**src/rtl/array_skew_feeder_pkg.sv**
```systemverilog
// Shared definitions for the skew feeder and the systolic array.
// State encoding and lane packing helper.
package array_pkg;

    localparam logic [1:0] IDLE  = 2'd0;
    localparam logic [1:0] LOAD  = 2'd1;
    localparam logic [1:0] FEED  = 2'd2;
    localparam logic [1:0] FLUSH = 2'd3;

    function automatic int lane_lo(input int lane, input int dw);
        return lane * dw;
    endfunction

endpackage

```
**src/rtl/array_skew_feeder_if.sv**
```systemverilog
// Row-vector valid/ready handshake into the skew feeder.
interface array_skew_feeder_if #(
    parameter int N          = 3,
    parameter int DATA_WIDTH = 32
) ();

    logic                    in_valid;
    logic                    in_ready;
    logic [DATA_WIDTH*N-1:0] in_data;

    modport master (
        output in_valid,
        output in_data,
        input  in_ready
    );

    modport slave (
        input  in_valid,
        input  in_data,
        output in_ready
    );

endinterface

```
**src/rtl/array_skew_feeder_skew_buffer.sv**
```systemverilog
// M x N tile store: one full-row write port, one read port per lane.
// Reads see the same-cycle write so the first FEED step needs no bubble.
module skew_buffer
    import array_pkg::*;
#(
    parameter int M  = 5,
    parameter int N  = 3,
    parameter int DW = 32,
    parameter int RW = 3,
    parameter int IW = 4
) (
    input  logic            clk,
    input  logic            wr_en,
    input  logic [RW-1:0]   wr_row,
    input  logic [DW*N-1:0] wr_data,
    input  logic [IW-1:0]   rd_row [N],
    output logic [DW*N-1:0] rd_data
);

    localparam int AW = (M > 1) ? $clog2(M) : 1;

    logic [DW*N-1:0] mem_q [M];
    logic [DW*N-1:0] mem_d [M];

    always_comb begin
        mem_d = mem_q;
        if (wr_en) begin
            mem_d[wr_row[AW-1:0]] = wr_data;
        end
    end

    always_ff @(posedge clk) begin
        mem_q <= mem_d;
    end

    always_comb begin
        rd_data = '0;
        for (int i = 0; i < N; i++) begin
            if (rd_row[i] < IW'(M)) begin
                rd_data[lane_lo(i, DW) +: DW] =
                    mem_d[rd_row[i][AW-1:0]][lane_lo(i, DW) +: DW];
            end
        end
    end

endmodule

```
**src/rtl/array_skew_feeder.sv**
```systemverilog
// Loads an M x N tile, replays it as a diagonal wavefront, then
// drives zeros so the systolic array drains before done pulses.
module array_skew_feeder
    import array_pkg::*;
#(
    parameter int M            = 5,
    parameter int N            = 3,
    parameter int K            = 4,
    parameter int DATA_WIDTH   = 32,
    parameter int FLUSH_CYCLES = N + K - 1
) (
    input  logic                    clk,
    input  logic                    rst,
    input  logic                    start,
    array_skew_feeder_if.slave      bus,
    output logic [DATA_WIDTH*N-1:0] X,
    output logic                    x_valid,
    output logic                    busy,
    output logic                    done
);

    localparam int RW = $clog2(M + 1);
    localparam int TW = $clog2(M + N + FLUSH_CYCLES + 1);
    // A zero-length flush still spends one cycle to show done.
    localparam int FL = (FLUSH_CYCLES > 0) ? FLUSH_CYCLES : 1;

    localparam logic [RW-1:0] ROW_LAST  = RW'(M - 1);
    localparam logic [TW-1:0] FEED_LAST = TW'(M + N - 2);
    localparam logic [TW-1:0] STEP_LAST = TW'(M + N - 2 + FL);

    logic [1:0]              state_q, state_d;
    logic [RW-1:0]           row_q, row_d;
    logic [TW-1:0]           t_q, t_d;
    logic [DATA_WIDTH*N-1:0] x_q, x_d;
    logic                    x_valid_q, x_valid_d;
    logic                    done_q, done_d;

    logic                    wr_en;
    logic [TW-1:0]           rd_row [N];
    logic [DATA_WIDTH*N-1:0] rd_data;

    skew_buffer #(
        .M  (M),
        .N  (N),
        .DW (DATA_WIDTH),
        .RW (RW),
        .IW (TW)
    ) u_buf (
        .clk     (clk),
        .wr_en   (wr_en),
        .wr_row  (row_q),
        .wr_data (bus.in_data),
        .rd_row  (rd_row),
        .rd_data (rd_data)
    );

    always_ff @(posedge clk or negedge rst) begin
        if (!rst) begin
            state_q   <= IDLE;
            row_q     <= '0;
            t_q       <= '0;
            x_q       <= '0;
            x_valid_q <= 1'b0;
            done_q    <= 1'b0;
        end else begin
            state_q   <= state_d;
            row_q     <= row_d;
            t_q       <= t_d;
            x_q       <= x_d;
            x_valid_q <= x_valid_d;
            done_q    <= done_d;
        end
    end

    always_comb begin
        state_d = state_q;
        row_d   = row_q;
        t_d     = t_q;
        unique case (state_q)
            IDLE: begin
                if (start) begin
                    state_d = LOAD;
                    row_d   = '0;
                    t_d     = '0;
                end
            end
            LOAD: begin
                if (bus.in_valid) begin
                    row_d = row_q + 1'b1;
                    if (row_q == ROW_LAST) begin
                        state_d = FEED;
                        t_d     = '0;
                    end
                end
            end
            FEED: begin
                t_d = t_q + 1'b1;
                if (t_q == FEED_LAST) begin
                    state_d = FLUSH;
                end
            end
            FLUSH: begin
                if (t_q == STEP_LAST) begin
                    state_d = IDLE;
                    t_d     = '0;
                end else begin
                    t_d = t_q + 1'b1;
                end
            end
            default: state_d = IDLE;
        endcase
    end

    // Lane i trails lane 0 by i steps; underflow lands out of range.
    always_comb begin
        for (int i = 0; i < N; i++) begin
            rd_row[i] = t_d - TW'(i);
        end
    end

    always_comb begin
        bus.in_ready = (state_q == LOAD);
        busy         = (state_q != IDLE);
        wr_en        = (state_q == LOAD) && bus.in_valid;
        x_valid_d    = (state_d == FEED);
        x_d          = x_valid_d ? rd_data : '0;
        done_d       = (state_d == FLUSH) && (t_d == STEP_LAST);
    end

    assign X       = x_q;
    assign x_valid = x_valid_q;
    assign done    = done_q;

endmodule

```
**src/flat_wrapper.sv**
```systemverilog
// flat-port wrapper written by rule: the top's interface ports become plain ports
module array_skew_feeder_flat import array_pkg::*;
#(
    parameter int M            = 5,
    parameter int N            = 3,
    parameter int K            = 4,
    parameter int DATA_WIDTH   = 32,
    parameter int FLUSH_CYCLES = N + K - 1
)
  (clk, rst, start, X, x_valid, busy, done, bus_in_valid, bus_in_data, bus_in_ready);
  array_skew_feeder_if #(.N(N), .DATA_WIDTH(DATA_WIDTH)) bus_i ();
  input  logic clk;
  input  logic rst;
  input  logic start;
  output logic [DATA_WIDTH*N-1:0] X;
  output logic x_valid;
  output logic busy;
  output logic done;
  input wire logic [$bits(bus_i.in_valid)-1:0] bus_in_valid;
  input wire logic [$bits(bus_i.in_data)-1:0] bus_in_data;
  output wire logic [$bits(bus_i.in_ready)-1:0] bus_in_ready;
  assign bus_i.in_valid = bus_in_valid;
  assign bus_i.in_data = bus_in_data;
  assign bus_in_ready = bus_i.in_ready;
  array_skew_feeder #(.M(M), .N(N), .K(K), .DATA_WIDTH(DATA_WIDTH), .FLUSH_CYCLES(FLUSH_CYCLES)) u_core (.clk(clk), .rst(rst), .start(start), .bus(bus_i), .X(X), .x_valid(x_valid), .busy(busy), .done(done));
endmodule
```
**config.mk**
```make
export PLATFORM = sky130hd
export DESIGN_NAME = array_skew_feeder_flat
export DESIGN_NICKNAME = d
export VERILOG_FILES = /design/src/rtl/array_skew_feeder_pkg.sv /design/src/rtl/array_skew_feeder_if.sv /design/src/rtl/array_skew_feeder_skew_buffer.sv /design/src/rtl/array_skew_feeder.sv /design/src/flat_wrapper.sv
export SDC_FILE = /design/constraint.sdc
export NUM_CORES = 1
export LEC_CHECK = 0
export BUFFER_PORTS_ARGS = -buffer_cell sky130_fd_sc_hd__buf_2
export CAP_MARGIN = 30
export CORE_ASPECT_RATIO = 0.8
export CORE_MARGIN = 3
export CORE_UTILIZATION = 54
export CTS_CLUSTER_DIAMETER = 120
export DETAILED_ROUTE_END_ITERATION = 8
export PLACE_DENSITY = 0.73
export SETUP_SLACK_MARGIN = 0.2
export SLEW_MARGIN = 10
export SYNTH_ARGS = -nofsm -noshare
export SYNTH_HDL_FRONTEND = slang
export SYNTH_SLANG_ARGS = --single-unit
```
**constraint.sdc**
```tcl
create_clock -name clk -period 3.1 [get_ports clk]
set_input_delay 0.31 -clock clk [delete_from_list [all_inputs] [get_ports clk]]
set_output_delay 0.31 -clock clk [all_outputs]
set_load 0.05 [all_outputs]
```
==> results of run 1 <==
placed cells by master (no fill, tap or decap), types with 102 or more instances in the layout:
cell and count:
dfxtp_1 480, mux2_2 223, buf_2 198, inv_1 137, mux2i_1 130, and3_1 129
a21o_1 129, a221oi_1 128, a211oi_1 118, dfrtp_1 102
power by group through the flow:
stage	sequential [W]	combinational [W]	clock, W
after floorplan	0.0138	0.0127	0
after global placement	0.0124	0.0187	0
after detailed placement	0.0126	0.0192	0
after CTS	0.0125	0.0195	0.00719
after global routing	0.0128	0.0213	0.00751
final	0.0125	0.0199	0.00708
timing repair:
action	CTS	global route
setup buffers	3	2
hold buffers	78	0
setup endpoints to repair	32	33
endpoints found under the hold margin	280	0
gates resized for setup	4	12
cloned	0	1
pin swaps	1	3
per-layer routing:
layer / part of all wire / vias to the layer above / track usage
met3: 0.066 / 135 / 0.04641
met5: 0.00056 / - / 0
met2: 0.47 / 760 / 0.4512
met1: 0.43 / 9449 / 0.3629
met4: 0.027 / 6 / 0.09770
li1: - / 8555 / -
worst max path at each step:
stage,startpoint,end
global placement,u_core.t_q[0]$_DFF_PN0_,u_core.X[34]$_DFF_PN0_
detailed placement,u_core.t_q[0]$_DFF_PN0_,u_core.X[32]$_DFF_PN0_
finish,u_core.state_q[1]$_DFF_PN0_,u_core.X[40]$_DFF_PN0_
global route,u_core.t_q[1]$_DFF_PN0_,u_core.X[47]$_DFF_PN0_
CTS,u_core.row_q[1]$_DFFE_PN0P_,u_core.X[35]$_DFF_PN0_
floorplan,u_core.row_q[0]$_DFFE_PN0P_,u_core.X[64]$_DFF_PN0_
worst min-delay path, cell delays in order:
cell and delay [ns]:
buf_2 0.14, mux2i_1 0.10, inv_1 0.06
cell families after synthesis:
group	Yosys count
xor+xnor	2
simple gates	302
mux	386
compound gates	572
flops	587
fa+ha+maj	9
buf+inv	350
cell type report:
type                    instances  share of cell area
inverters                     140             0.01860
clock inverters                20             0.01010
multi-input cells            1271              0.3744
flip-flops and latches        587              0.4221
clock buffers                  83             0.05603
diodes                          2           0.0001719
well taps                     603             0.02591
repair buffers                351             0.09264
stage by stage:
step	cells	util
2_1_floorplan	2208	-
3_3_place_gp	2868	0.5877
3_5_place_dp	2868	0.5877
4_1_cts	3052	0.6489
5_1_grt	3056	0.6511
6_report	3057	0.6512
synthesized netlist by cell type, drive strengths merged, types with 2 or more instances:
cell type  count
a211oi       129
nand2         43
nand3          6
a221oi       128
o211ai         2
inv          140
a22oi         33
mux2         224
a21oi         36
clkbuf       120
mux4          32
a31oi          2
nor2           5
dfrtp        107
nand4         69
a21boi        32
a22o           3
nor2b          3
and3         131
o22ai          3
nor3           2
dfxtp        480
mux2i        130
nor3b          3
nand2b        32
o21ai         69
a21o         130
buf           90
ha             9
or3            2
registers in the layout (all words and copies together) (netlist names):
register and count:
u_core.state_q 2, u_core.x_valid 1, u_core.row_q 3, u_core.X 96
u_core.u_buf.mem_q 480, u_core.done 1, u_core.t_q 4
==> flow_summary_export.csv, run 1 <==
group,metric,value,unit
run_status,outcome,"finished, final reports clean",
placed_design,place_area,26280,µm²
setup_path,cp_max_fo,16,
yosys,yosys.area_share.simple,0.07408,
setup_path,cp-start-kind,"register",
sta,fin_crit_sh,0.9144,
yosys,syn-instance-count,2208,
yosys,synth.largest_area_cell,"dfxtp_1",
sta,setup_viol,0,
sta,drv_slew,0,
setup_path,critical_path.top_delay_family,"multiplexers",
pwr,clockPowerShare,0.179,
yosys,synth_nets,2317,
pwr,power_leakage,13.41,nW
route,drt.antenna.violating_nets,0,
yosys,synth_xor_area_frac,0.0007108,
die,start_util,0.5510,
yosys,synthArstFlopShare,0.1823,
layout,design_area,29120,µm²
setup_path,critical_path_arrival,3.34,ns
sta,setup_tns,0,ns
layout,drive_above_1_share,0.2704,
setup_path,path_depth,8,
route,via_per_inst,6.184,
yosys,ys_seq_elements,587,
pwr,ir_worst_vdd,0.0008097,V
pwr,switchingPower,0.01619,W
setup_path,critPathRequiredTime,3.60,ns
yosys,synth-compound-area-share,0.1725,
clock_network,clock-sinks,587,
yosys,yosysWarnings,0,
sta,hold_ws,0.03469,ns
setup_path,reg2regPathDepth,8,
clock_network,root_buffer,"clkbuf_16",
yosys,yosys.area_share.adder,0.004570,
placed_design,place_congestion,0.8928,
sta,rsz0062_at_grt,"yes",
yosys,muxShareOfSynthArea,0.1844,
pwr,power_frac_comb,0.503,
yosys,synth_area_leaders,"dfxtp_1, dfrtp_1, mux2_2, mux2i_1, a221oi_1",
yosys,synth_area,24640,µm²
sta,worst_slack,0.2652,ns
sta,fin_crit,2.835,ns
route,drt-wirelength-per-cell,22.03,µm
setup_path,regToRegSetupSlack,0.27,ns
layout,layout.nets,2515,
route,drc,0,
global_routing,grt_first_pass_wirelength,106.0,mm
pwr,p_per_area,1356,nW/µm²
placed_design,dp_hpwl,39.02,mm
global_routing,antenna_found_initial,4,
setup_path,path_cells,"buf_4 > nor3b_4 > and4_4 > buf_4 > mux2_2 > mux4_2 > mux2i_1 > a21oi_1",
pwr,finalPower,0.03949,W
pwr,switching_share,0.4100,
setup_path,crit_buf_inv,2,
sta,slew_headroom,0.4805,
worst_hold_path,hold_path_class,"input port to register",
setup_path,path_class,"register to register",
sta,max_freq,0.3528,GHz
global_routing,grt_overflow,0,
clock_network,clk_path_buf_depth,3,
setup_path,critical_path.most_common_cell,"buf_4",
sta,final_hold_viol_count,0,
yosys,synthDistinctLibCells,58,
setup_path,endpoint_kind,"register",
route,vias,18910,
global_routing,grt_max_degree,132,
clock_network,htreeDepth,2,
die,die_w,244.8,µm
setup_path,reg2reg_to,"u_core.X[40]$_DFF_PN0_",
clock_network,cts_made_buffers,55,
route,drt_iter0_markers,1613,
pwr,seq_power_share,0.317,
setup_path,r2r-start,"u_core.state_q[1]$_DFF_PN0_",
layout,final-seq-area,12290,µm²
die,core,44720,µm²
yosys,synth_ff_type,"dfxtp_1",
yosys,ys_seq_area_frac,0.4986,
placed_design,pre_cts_ws,0.06285,ns
yosys,synth_top_family_by_area,"multiplexers",
pwr,p_int,0.02330,W
layout,multi_input_area,10900,µm²
worst_hold_path,hold_path_depth,3,
placed_design,portBuffers,199,
yosys,synth_top_area_share,0.3899,
die,die_area,48250,µm²
clock_network,insertion_delay,0.62,ns
die,rows,69,
clock_network,cts_tree,"yes",
route,first_pass_iters,6,
layout,syn2layout_area_growth,18.17,%
die,ios,200,
sta,finalClockSkew,0.02371,ns
worst_hold_path,hold_path_end,"u_core.u_buf.mem_q[297]$_DFF_P_",
global_routing,grt_pass1_vias,19350,
sta,worstMarginPinSlew,0.7793,ns
setup_path,slowest_stage,"dfrtp_2",
clock_network,clk_pin_slew,0.06,ns
yosys,syn_avg_cell_area,11.16,µm²
die,die_h,197.1,µm
route,routed_wl,67.34,mm
global_routing,track_usage,0.2723,
worst_hold_path,hold_path.startpoint,"bus_in_data[9]",
yosys,synth_edf_count,0,
job,drv_cap,0,
layout,fillers,3411,
setup_path,slowest_delay,0.53,ns
(Power assumes the default switching activity.)
==> run 2, diff against run 1 <==
--- a/config.mk
+++ b/config.mk
@@ -9,10 +9,10 @@
 export CAP_MARGIN = 30
 export CORE_ASPECT_RATIO = 0.8
 export CORE_MARGIN = 3
-export CORE_UTILIZATION = 54
+export CORE_UTILIZATION = 40
 export CTS_CLUSTER_DIAMETER = 120
 export DETAILED_ROUTE_END_ITERATION = 8
-export PLACE_DENSITY = 0.73
+export PLACE_DENSITY = 0.56
 export SETUP_SLACK_MARGIN = 0.2
 export SLEW_MARGIN = 10
 export SYNTH_ARGS = -nofsm -noshare
==> run 2 against run 1 <==
Compared with the run above: critical path depth is 1 higher; non-clock buffer count is 26 higher; critical endpoint is now u_core.X[38]$_DFF_PN0_; utilization is 15 points lower; combinational power hardly changed; power is 1.8% higher.
==> flow_summary_export.csv, run 2 (same netlist as run 1, synthesis figures left out) <==
group,metric,value,unit
run_status,outcome,"finished, final reports clean",
setup_path,cp-start-kind,"register",
layout,regMostFlops,"u_core.u_buf.mem_q",
die,core,60260,µm²
die,start_util,0.4089,
die,die_h,228,µm
layout,layout.nets,2546,
sta,fin_crit_sh,0.9026,
route,drt.antenna.violating_nets,0,
sta,finalClockSkew,0.02298,ns
setup_path,reg2reg_to,"u_core.X[38]$_DFF_PN0_",
setup_path,critPathRequiredTime,3.58,ns
route,routed_wl,70.97,mm
worst_hold_path,hold_path_class,"input port to register",
setup_path,critical_path_arrival,3.28,ns
clock_network,clk_path_buf_depth,3,
pwr,p_per_area,1341,nW/µm²
layout,multi_input_area,10970,µm²
worst_hold_path,hold_path_end,"u_core.u_buf.mem_q[372]$_DFF_P_",
sta,hold_ws,0.03521,ns
global_routing,antenna_found_initial,6,
placed_design,dp_cells,3094,
clock_network,insertion_delay,0.63,ns
sta,slew_headroom,0.3759,
sta,fin_crit,2.798,ns
layout,largest_reg_flops,480,
route,drt_iter0_markers,1260,
placed_design,place_congestion,0.7666,
setup_path,regToRegSetupSlack,0.30,ns
setup_path,reg2regPathDepth,9,
die,die_w,283.5,µm
global_routing,grt_first_pass_wirelength,111.9,mm
placed_design,dp_hpwl,41.12,mm
placed_design,portBuffers,199,
clock_network,cts_made_buffers,60,
setup_path,cp_max_fo,32,
clock_network,clk_pin_slew,0.07,ns
route,drc,0,
clock_network,root_buffer,"clkbuf_16",
clock_network,clock-sinks,587,
worst_hold_path,hold_path.startpoint,"bus_in_data[84]",
setup_path,path_class,"register to register",
sta,final_hold_viol_count,0,
route,first_pass_iters,5,
layout,instances_no_fill,3312,
layout,drive_above_1_share,0.2757,
sta,setup_viol,0,
global_routing,track_usage,0.2143,
job,drv_cap,0,
sta,setup_tns,0,ns
setup_path,endpoint_kind,"register",
clock_network,htreeDepth,2,
die,die_area,64640,µm²
worst_hold_path,hold_path_depth,3,
global_routing,grt_pass1_vias,18950,
route,vias,18660,
sta,rsz0062_at_grt,"yes",
route,drt-wirelength-per-cell,21.43,µm
global_routing,grt_overflow,0,
sta,worstMarginPinSlew,0.9362,ns
layout,syn2layout_area_growth,21.60,%
setup_path,r2r-start,"u_core.row_q[1]$_DFFE_PN0P_",
global_routing,grt_max_degree,77,
sta,drv_slew,0,
pwr,ir_worst_vdd,0.001214,V
sta,max_freq,0.3574,GHz
die,rows,80,
pwr,power_leakage,13.66,nW
clock_network,cts_tree,"yes",
layout,final_cell_mix,"dfxtp_1, mux2_2, buf_2, inv_1",
layout,layout_commonest_cell,"dfxtp_1",
layout,fillers,5460,
die,ios,200,
layout,final-seq-area,12290,µm²
route,via_per_inst,5.633,
run 2: area by class of cell:
class / count / area share
Antenna cell: 4 / 0.0003340
Clock buffer: 97 / 0.06176
Clock inverter: 16 / 0.008059
Inverter: 140 / 0.01770
Multi-Input combinational cell: 1271 / 0.3660
Sequential cell: 587 / 0.4101
Tap cell: 820 / 0.03424
Timing Repair Buffer: 377 / 0.1018
run 2: worst max path at each step:
| stage | startpoint | endpoint | slack, ns | cells after the start |
|---|---|---|---|---|
| 6_report | u_core.row_q[1]$_DFFE_PN0P_ | u_core.X[38]$_DFF_PN0_ | 0.30 | 9 |
| 2_1_floorplan | u_core.row_q[0]$_DFFE_PN0P_ | u_core.X[64]$_DFF_PN0_ | 0.18 | 12 |
| 4_1_cts | u_core.row_q[1]$_DFFE_PN0P_ | u_core.X[37]$_DFF_PN0_ | 0.24 | 12 |
| 3_3_place_gp | u_core.t_q[0]$_DFF_PN0_ | u_core.X[49]$_DFF_PN0_ | 0.26 | 12 |
| 3_5_place_dp | u_core.t_q[0]$_DFF_PN0_ | u_core.X[37]$_DFF_PN0_ | 0.11 | 12 |
| 5_1_grt | u_core.t_q[0]$_DFF_PN0_ | u_core.X[37]$_DFF_PN0_ | 0.16 | 12 |
run 2: worst max-delay path, stage by stage (launching register included):
cell,delay (ns)
dfrtp_1,0.47
inv_2,0.08
ha_1,0.22
a41oi_2,0.23
a32oi_2,0.11
o22ai_1,0.59
nor3b_1,0.10
o211ai_1,0.40
buf_12,0.28
a22oi_1,0.13
run 2: timing repair:
item | 4_1_cts | 5_1_grt
setup buffers | 2 | 4
endpoints found under the hold margin | 370 | 0
gates resized for setup | 1 | 23
endpoints found under the setup margin | 32 | 59
pin swaps | 1 | 4
hold buffers | 95 | 0
run 2: through the flow:
| stage | utilization | total power, W | cell area [µm²] | setup WS [ns] |
|---|---|---|---|---|
| final | 0.4973 | 0.04018 | 29970 | 0.3020 |
| after global routing | 0.4972 | 0.04266 | 29960 | 0.1647 |
| after CTS | 0.4943 | 0.04019 | 29790 | 0.2393 |
| after detailed placement | 0.4436 | 0.03240 | 26730 | 0.1053 |
| after global placement | 0.4436 | 0.03190 | 26730 | 0.2611 |
| after floorplan | - | 0.02645 | 24700 | 0.1757 |
run 2: layer usage:
| layer | global-route usage | up-vias | share of wire |
|---|---|---|---|
| li1 | - | 8633 | - |
| met1 | 0.2981 | 9379 | 0.47 |
| met2 | 0.3463 | 526 | 0.46 |
| met3 | 0.03393 | 116 | 0.051 |
| met4 | 0.06024 | 4 | 0.021 |
| met5 | 0 | - | 0.00030 |
run 2: report_power, final:
part	total, W	switching [W]	leakage [nW]	internal [W]
logic	0.0201	0.0120	7.14	0.00811
clock network	0.00757	0.00308	1.03	0.00450
registers	0.0125	0.00129	5.49	0.0112
total	0.0402	0.0164	13.7	0.0238
==> run 3, diff against run 2 <==
--- a/config.mk
+++ b/config.mk
@@ -8,7 +8,7 @@
 export BUFFER_PORTS_ARGS = -buffer_cell sky130_fd_sc_hd__buf_2
 export CAP_MARGIN = 30
 export CORE_ASPECT_RATIO = 0.8
-export CORE_MARGIN = 3
+export CORE_MARGIN = 8
 export CORE_UTILIZATION = 40
 export CTS_CLUSTER_DIAMETER = 120
 export DETAILED_ROUTE_END_ITERATION = 8
==> run 3 against run 2 <==
Compared with the run above: worst hold slack worse by 0.0067 ns; sequential share of layout area decreased by 0.29 points; clock skew up 0.0035 ns; die area rose by 8.1%; clock-buffer cell count decreased by 9; sequential cell count is the same; fmax decreased by 2.9%; utilization decreased by 0.26 points; non-clock buffer count grew 14; global-route usage is 1.5 points lower; largest power group unchanged.
==> flow_summary_export.csv, run 3 (same netlist as run 1, synthesis figures left out) <==
group,metric,value,unit
run_status,outcome,"finished, final reports clean",
setup_path,startpoint,"u_core.t_q[1]$_DFF_PN0_",
placed_design,place_area,26660,µm²
die,ios,200,
pwr,switchingPower,0.01680,W
setup_path,path_class,"register to register",
route,first_pass_iters,5,
layout,instances_no_fill,3338,
sta,drv_slew,0,
clock_network,clk_pin_slew,0.06,ns
pwr,power_leakage,13.75,nW
route,vias,18840,
clock_network,insertion_delay,0.63,ns
setup_path,cp-start-kind,"register",
die,core,61010,µm²
placed_design,dp_hpwl,41.07,mm
pwr,clockPowerShare,0.181,
sta,fin_crit_sh,0.9299,
setup_path,regToRegSetupSlack,0.22,ns
global_routing,antenna_found_initial,11,
route,drt.antenna.violating_nets,0,
sta,max_freq,0.3469,GHz
worst_hold_path,hold_path_class,"input port to register",
layout,postLayoutCoreUtil,0.4947,
pwr,switching_share,0.4115,
setup_path,critical_path_arrival,3.43,ns
sta,slew_headroom,0.6286,
sta,fin_crit,2.883,ns
global_routing,grt_first_pass_wirelength,112.0,mm
global_routing,grt_pass1_vias,19130,
die,die_area,69850,µm²
route,drt_iter0_markers,1284,
clock_network,htreeDepth,2,
layout,regMostFlops,"u_core.u_buf.mem_q",
setup_path,reg2reg_to,"u_core.X[47]$_DFF_PN0_",
layout,drive_above_1_share,0.2842,
die,start_util,0.4039,
sta,final_hold_viol_count,0,
layout,fillers,5551,
global_routing,grt_overflow,0,
setup_path,critPathRequiredTime,3.64,ns
setup_path,reg2regPathDepth,13,
pwr,power_frac_comb,0.515,
sta,finalClockSkew,0.02646,ns
sta,setup_tns,0,ns
route,routed_wl,74.66,mm
layout,largest_reg_flops,480,
setup_path,r2r-start,"u_core.t_q[1]$_DFF_PN0_",
clock_network,cts_tree,"yes",
placed_design,portBuffers,199,
layout,design_area,30180,µm²
global_routing,track_usage,0.1990,
pwr,seq_power_share,0.304,
layout,layout.nets,2560,
global_routing,grt_max_degree,98,
clock_network,root_buffer,"clkbuf_16",
die,die_w,293.5,µm
pwr,p_int,0.02403,W
setup_path,endpoint_kind,"register",
route,via_per_inst,5.645,
clock_network,cts_made_buffers,59,
pwr,p_per_area,1353,nW/µm²
sta,setup_viol,0,
layout,final_cell_mix,"dfxtp_1, mux2_2, buf_2, inv_1",
sta,rsz0062_at_grt,"yes",
placed_design,dp_cells,3101,
die,rows,81,
layout,syn2layout_area_growth,22.48,%
clock_network,clock-sinks,587,
layout,layout_commonest_cell,"dfxtp_1",
sta,worst_slack,0.2173,ns
pwr,ir_worst_vdd,0.0007848,V
die,die_h,238,µm
job,drv_cap,0,
sta,worstMarginPinSlew,0.5570,ns
setup_path,cp_max_fo,16,
route,drt-wirelength-per-cell,22.37,µm
placed_design,pre_cts_ws,0.1137,ns
setup_path,crit_end,"u_core.X[47]$_DFF_PN0_",
clock_network,clk_path_buf_depth,3,
route,drc,0,
placed_design,place_congestion,0.7772,
[run 3: cell count changes in the layout (fill, tap and decap cells not counted), sizes merged]
cell / delta
clkinv: +8
buf: +6
clkinvlp: +2
diode: +2
bufinv: -1
clkbuf: -1
inv: -1
nand2: +1
[run 3: worst min-delay path by stage]
| stage | endpoint | depth (start not counted) | start |
|---|---|---|---|
| floorplan | u_core.X[0]$_DFF_PN0_ | 0 | rst |
| global placement | u_core.X[51]$_DFF_PN0_ | 1 | rst |
| detailed placement | u_core.X[51]$_DFF_PN0_ | 1 | rst |
| CTS | u_core.u_buf.mem_q[174]$_DFF_P_ | 3 | bus_in_data[78] |
| global route | u_core.u_buf.mem_q[366]$_DFF_P_ | 3 | bus_in_data[78] |
| finish | u_core.u_buf.mem_q[366]$_DFF_P_ | 3 | bus_in_data[78] |
[run 3: layer usage]
metal / share of wire / vias up / global-route usage
met2: 0.47 / 540 / 0.3230
met1: 0.45 / 9532 / 0.2696
met3: 0.055 / 112 / 0.03595
li1: - / 8652 / -
met4: 0.022 / 6 / 0.06002
met5: 0.00042 / - / 0
[run 3: area by class of cell]
type	instances	area [µm²]	share of cell area
sequential	587	12290	0.4072
multi-input combinational	1272	11030	0.3654
timing repair buffer	391	3243	0.1075
clock buffer	88	1768	0.05858
tap	830	1039	0.03441
inverter	140	530.5	0.01758
clock inverter	24	267.8	0.008872
antenna	6	15.01	0.0004975
[run 3: critical path, cell delays in order (launching register included)]
cell,delay [ns]
dfrtp_1,0.44
inv_2,0.10
ha_2,0.18
nand4_1,0.25
a32oi_2,0.31
or2_4,0.18
ha_2,0.18
nand3_2,0.08
a2111oi_4,0.31
buf_4,0.17
a31oi_4,0.03
buf_12,0.15
clkbuf_16,0.19
a22oi_1,0.22
[run 3: metrics by stage]
stage	hold slack (ns)	total power [W]
finish	0.02854	0.04084
global route	0.02469	0.04316
CTS	0.002400	0.03969
detailed placement	0.2564	0.03209
global placement	0.2511	0.03159
floorplan	0.01441	0.02645
[run 3: what timing repair did]
item                                    in CTS  in global routing
endpoints found under the setup margin      31                 63
endpoints found under the hold margin      355                  0
setup buffers                                3                 12
gates resized for setup                      2                 37
hold buffers                                95                  0
pin swaps                                    1                  5
gates cloned                                 0                  9
[run 3: power groups by stage]
stage	registers (W)	logic, W	clock network (W)
floorplan	0.0138	0.0127	0
global placement	0.0124	0.0192	0
detailed placement	0.0125	0.0196	0
CTS	0.0124	0.0197	0.00756
global route	0.0127	0.0226	0.00785
finish	0.0124	0.0210	0.00738
